### src/rtl/fft_pkg.sv
// Shared types and helpers for the FFT input-ordering path.
// Holds the sample width, the pairer state encoding and a generic bit-reverse.
package fft_pkg;

  localparam int WORD_SIZE  = 16;
  localparam int SAMPLE_W   = 2 * WORD_SIZE;
  localparam int BITREV_MAX = 32;

  typedef enum logic {
    LOAD  = 1'b0,
    DRAIN = 1'b1
  } state_t;

  // Reverses the low w bits of v; bits at and above w come back as zero.
  function automatic logic [BITREV_MAX-1:0] bitrev(input logic [BITREV_MAX-1:0] v,
                                                   input int w);
    logic [BITREV_MAX-1:0] r;
    r = '0;
    for (int i = 0; i < BITREV_MAX; i++) begin
      if (i < w) r[i] = v[w-1-i];
    end
    return r;
  endfunction

endpackage

### src/rtl/fft_bitrev.sv
// Combinational bit-reverser of parameterised width; zero latency, no flow control.
module fft_bitrev
  import fft_pkg::*;
#(
  parameter int W = 4
) (
  input  logic [W-1:0] in_bits,
  output logic [W-1:0] out_bits
);

  assign out_bits = W'(bitrev(BITREV_MAX'(in_bits), W));

endmodule

### src/rtl/fft_sample_pairer.sv
// Buffers one N-point frame of serial samples, then emits N/2 bit-reverse-ordered pairs
// on consecutive enabled cycles; in_ready is low while draining, en low freezes everything.
module fft_sample_pairer
  import fft_pkg::*;
#(
  parameter int N             = 32,
  parameter int word_size     = WORD_SIZE,
  parameter int address_width = $clog2(N)
) (
  input  logic                       clk,
  input  logic                       reset,
  input  logic                       en,
  input  logic                       in_valid,
  input  logic [2*word_size-1:0]     in_sample,
  output logic                       in_ready,
  output logic [2*word_size-1:0]     sample1,
  output logic [2*word_size-1:0]     sample2,
  output logic                       out_valid,
  output logic                       out_first,
  output logic                       out_last,
  output logic [address_width-2:0]   out_pair
);

  localparam int                      PW        = address_width - 1;
  localparam logic [address_width-1:0] LAST_CNT  = address_width'(N - 1);
  localparam logic [PW-1:0]            LAST_PAIR = PW'(N / 2 - 1);

  state_t                   state, state_nxt;
  logic [address_width-1:0] cnt;
  logic [PW-1:0]            pidx;
  logic [PW-1:0]            pidx_br;
  logic [2*word_size-1:0]   sample_buf [N];
  logic                     accept;

  assign accept = en & in_valid & in_ready;

  fft_bitrev #(.W(PW)) u_bitrev (
    .in_bits  (pidx),
    .out_bits (pidx_br)
  );

  always_ff @(posedge clk or posedge reset) begin
    if (reset)   state <= LOAD;
    else if (en) state <= state_nxt;
  end

  always_comb begin
    state_nxt = state;
    case (state)
      LOAD:  if (accept && cnt == LAST_CNT) state_nxt = DRAIN;
      DRAIN: if (pidx == LAST_PAIR)         state_nxt = LOAD;
    endcase
  end

  always_comb begin
    in_ready = (state == LOAD);
  end

  // cnt wraps to zero naturally after the last sample since N is a power of two.
  always_ff @(posedge clk or posedge reset) begin
    if (reset) begin
      cnt  <= '0;
      pidx <= '0;
    end else if (en) begin
      if (accept) cnt <= cnt + address_width'(1);
      if (state == DRAIN) pidx <= pidx + PW'(1);
      else                pidx <= '0;
    end
  end

  always_ff @(posedge clk) begin
    if (accept) sample_buf[cnt] <= in_sample;
  end

  // The second sample of each pair sits exactly half a frame above the first.
  always_ff @(posedge clk or posedge reset) begin
    if (reset) begin
      sample1   <= '0;
      sample2   <= '0;
      out_valid <= 1'b0;
      out_first <= 1'b0;
      out_last  <= 1'b0;
      out_pair  <= '0;
    end else if (en) begin
      if (state == DRAIN) begin
        sample1   <= sample_buf[{1'b0, pidx_br}];
        sample2   <= sample_buf[{1'b1, pidx_br}];
        out_valid <= 1'b1;
        out_first <= (pidx == '0);
        out_last  <= (pidx == LAST_PAIR);
        out_pair  <= pidx;
      end else begin
        out_valid <= 1'b0;
        out_first <= 1'b0;
        out_last  <= 1'b0;
      end
    end
  end

endmodule

### config.mk
export PLATFORM = sky130hd
export DESIGN_NAME = fft_sample_pairer
export DESIGN_NICKNAME = d
export VERILOG_FILES = /design/src/rtl/fft_pkg.sv /design/src/rtl/fft_bitrev.sv /design/src/rtl/fft_sample_pairer.sv
export SDC_FILE = /design/constraint.sdc
export NUM_CORES = 1
export LEC_CHECK = 0
export ABC_CLOCK_PERIOD_IN_PS = 4200
export CORE_ASPECT_RATIO = 2
export CORE_MARGIN = 8
export CORE_UTILIZATION = 50
export DETAILED_ROUTE_END_ITERATION = 8
export GPL_ROUTABILITY_DRIVEN = 0
export PLACE_DENSITY_LB_ADDON = 0.25
export SKIP_CTS_REPAIR_TIMING = 1
export SLEW_MARGIN = 20
export SYNTH_ARGS = -nofsm -noshare
export SYNTH_HDL_FRONTEND = slang
export SYNTH_HIERARCHICAL = 1
export SYNTH_SLANG_ARGS = --single-unit
### constraint.sdc
create_clock -name clk -period 4.2 [get_ports clk]
set_clock_uncertainty 0.2 [all_clocks]
set_input_delay 1.05 -clock clk [delete_from_list [all_inputs] [get_ports clk]]
set_output_delay 1.05 -clock clk [all_outputs]
set_load 0.02 [all_outputs]
==> results by group <==
Clocking
  • Num CTS Buffers: between 80 and 90
  • CTS sink cnt: approximately 1.1k
  • Clock Tree Root: clkbuf_16
  • CTS tree: done
  • Clock-pin slew of the registers on the worst-case setup and hold paths: roughly 0.070 ns
  • Longest Clk Path Bufs: 3
  • H-tree levels: 3
  • Worst-skew pair later-pin latency: ~0.67 ns

Final layout
  • Area grow syn2layout: 14.0%
  • Final net count: around 2.7k
  • FF/Latch Area: between 30000 and 40000 um^2
  • Fillcell total: 6392
  • Multi-input logic area: just over 9000 um^2
  • Layout cells sized above 1: 10.9%

Detailed routing
  • DRT iter0 DRCs: between 1.5k and 2k
  • DR vias: about 22k
  • Pre-antenna DRT Iters: 6
  • Drt total wl: between 100 and 150 mm
  • Routed len/inst: 27.1 um
  • ANT nets after route: 0
  • Vias/cell: between 5 and 6
  • Drt drc: 0

Run
  • Max_cap viols: 0

Die
  • Chip height: approximately 430 um
  • Die Wd: between 200 and 250 um
  • Core ar.: between 80000 and 90000 um^2
  • Row count: between 150 and 200
  • Initial core utilization: 50.4%
  • Die area: 95500 um^2
  • I/O pin cnt: between 100 and 150

Yosys
  • Number of synthesized register bits: 1105
  • Largest cells by area after synthesis: edfxtp_1 (72%), mux2i_1 (12%), dfrtp_1 (4.8%), a22oi_1 (2.6%), nand2_1 (2.0%)
  • Most common cell in the netlist: edfxtp_1
  • Top cell type by total area after synthesis: edfxtp_1
  • Synth unique cells: 33
  • Post-synth EDFFs: approximately 1.0k
  • Post-synth top cells: edfxtp_1 (1024), mux2i_1 (513), nand2_1 (231)
  • Synth Warn #: 6
  • Synth Net Count: around 2.5k
  • Post-synthesis sequential area ratio: ~77%
  • Netlist Area Pre-Place: ~43000 um^2
  • Main synth FF type: edfxtp_1
  • Yosys top cell area share: roughly 72%
  • Mean post-synth cell area: around 17 um^2
  • FFs w/ async S/R, synth: 7.33%
  • Post-synthesis cell count: around 2.5k

GRT
  • Pin count of the biggest net entering global routing: 85
  • GRT overflow: 0
  • First-pass GRT wire length: 152 mm
  • Vias in the first global route: 23.3k
  • Total track usage: approximately a fifth
  • Initial antenna violation count: 5

Setup path
  • CP bufs+invs: 2
  • CP cell instances: inv_2 -> clkdlybuf4s50_1
  • Worst-path maximum fanout: 5
  • Startpoint Class: flop
  • WP data arrival: 1.90 ns
  • CP Launch Point: state
  • CP endpoint kind: primary output
  • Slowest stage cell, crit path: clkdlybuf4s50_1
  • Crit Path Category: reg2out
  • CP Data Required Time: around 3 ns
  • CP top delay family: buffers and inverters
  • Worst r2r src: state
  • Critical Path Max Stage Delay: ~0.63 ns

Pwr
  • Cell leakage power: approximately 16 nW
  • Pwr/cell area: a little over 600 nW/um^2
  • Worst vdd ir: 0.441 mV

STA
  • Final TNS setup: 0 ns
  • Max-Slew Margin vs Limit: a little under a third
  • WHS: approximately 0.29 ns
  • # setup viols final: 0
  • Fmax: roughly 320 MHz
  • Slew at the pin closest to its max-slew limit: about 1.0 ns
  • Fin crit period: between 3 and 4 ns
  • Hold Vio Cnt, Final: 0
  • RSZ-0062 raised after global routing: false
  • Fin crit share: between 70 and 80%
  • Final Max Slew Viols: 0

Min path
  • Hold Crit Class: reg2reg
  • Hold wc startpoint: out_pair[3]

Placed design
  • Buffers on Ports: approximately 110
  • Post-detail-place hpwl: between 60 and 70 mm

Run status
  • Outcome: completed
==> per-stage QoR <==
step	utilization [%]	instances	setup slack (ns)	power, mW	instance area [um^2]
2_1_floorplan	-	2484	0.656	18.5	42700
3_3_place_gp	54.0	3640	0.531	21.1	45700
3_5_place_dp	54.0	3640	0.478	21.2	45700
4_1_cts	57.5	3807	0.973	29.5	48600
5_1_grt	57.5	3809	0.994	30.4	48600
6_report	57.5	3809	1.05	29.3	48600
==> layer usage <==
metal	track usage, %	vias to the layer above	share of wire (%)
li1	-	9987	-
met1	24.2	11600	37
met2	40.5	671	55
met3	2.90	168	4.3
met4	7.19	0	2.9
met5	0	-	0
==> state kept, by name (all words and copies together) (netlist names) <==
name        cells
out_last        1
out_pair        4
cnt             5
out_first       1
sample2        32
sample1        32
out_valid       1
pidx            4
sample_buf   1024
state           1
==> layout make-up <==
class,instances,share of cell area [%]
clock buffers,122,5.20
flip-flops and latches,1105,67.4
diodes,2,0.0103
clock inverters,45,0.808
repair buffers,226,4.81
inverters,9,0.0746
multi-input cells,1229,18.9
well taps,1071,2.76
==> worst reg2reg max path: cells and delay by family, from the launching register on <==
kind | cells | cell delay [ns]
buffers and inverters | 2 | 0.38
and+or+nand+nor | 3 | 1.42
DFF | 1 | 0.48
==> report_power, final <==
group | internal [mW] | total (mW) | switching, mW
Clock | 4.61 | 8.40 | 3.79
Sequential | 12.5 | 13.1 | 0.621
Combinational | 3.10 | 7.84 | 4.73
Total | 20.2 | 29.3 | 9.14
==> cells by family after synthesis <==
family | synth area share (%)
muxes | 12.1
and+or+nand+nor | 5.06
AOI/OAI and AO/OA | 3.52
buffers and inverters | 2.28
DFF | 76.8
adders and majority gates | 0.205
xor gates and xnor gates | 0.0616
==> cell usage in the layout, fill, tap and decap left out, types with 10 or more instances in the layout <==
cell             count
nand2_1            231
mux2i_1            513
nand3_1            152
clkbuf_16           95
nand4_1             45
clkinv_1            13
edfxtp_1          1024
nor2_4              34
o21ai_0             10
clkbuf_1            22
dfrtp_1             80
buf_12              31
clkdlybuf4s50_1    104
a21oi_1             64
buf_4               88
clkinv_2            15
a22oi_1            149
==> worst paths after layout <==
kind	end	slack [ns]	cells after the start
max	in_ready	1.05	2
min	out_pair[3]	0.29	2
max reg2reg	sample_buf[19][26]	1.39	5
min reg2reg	out_pair[3]	0.29	2
max in group asynchronous	pidx[2]	2.39	3
min in group asynchronous	sample2[22]	0.71	2
Note: power is estimated with default switching activity, not from simulation.
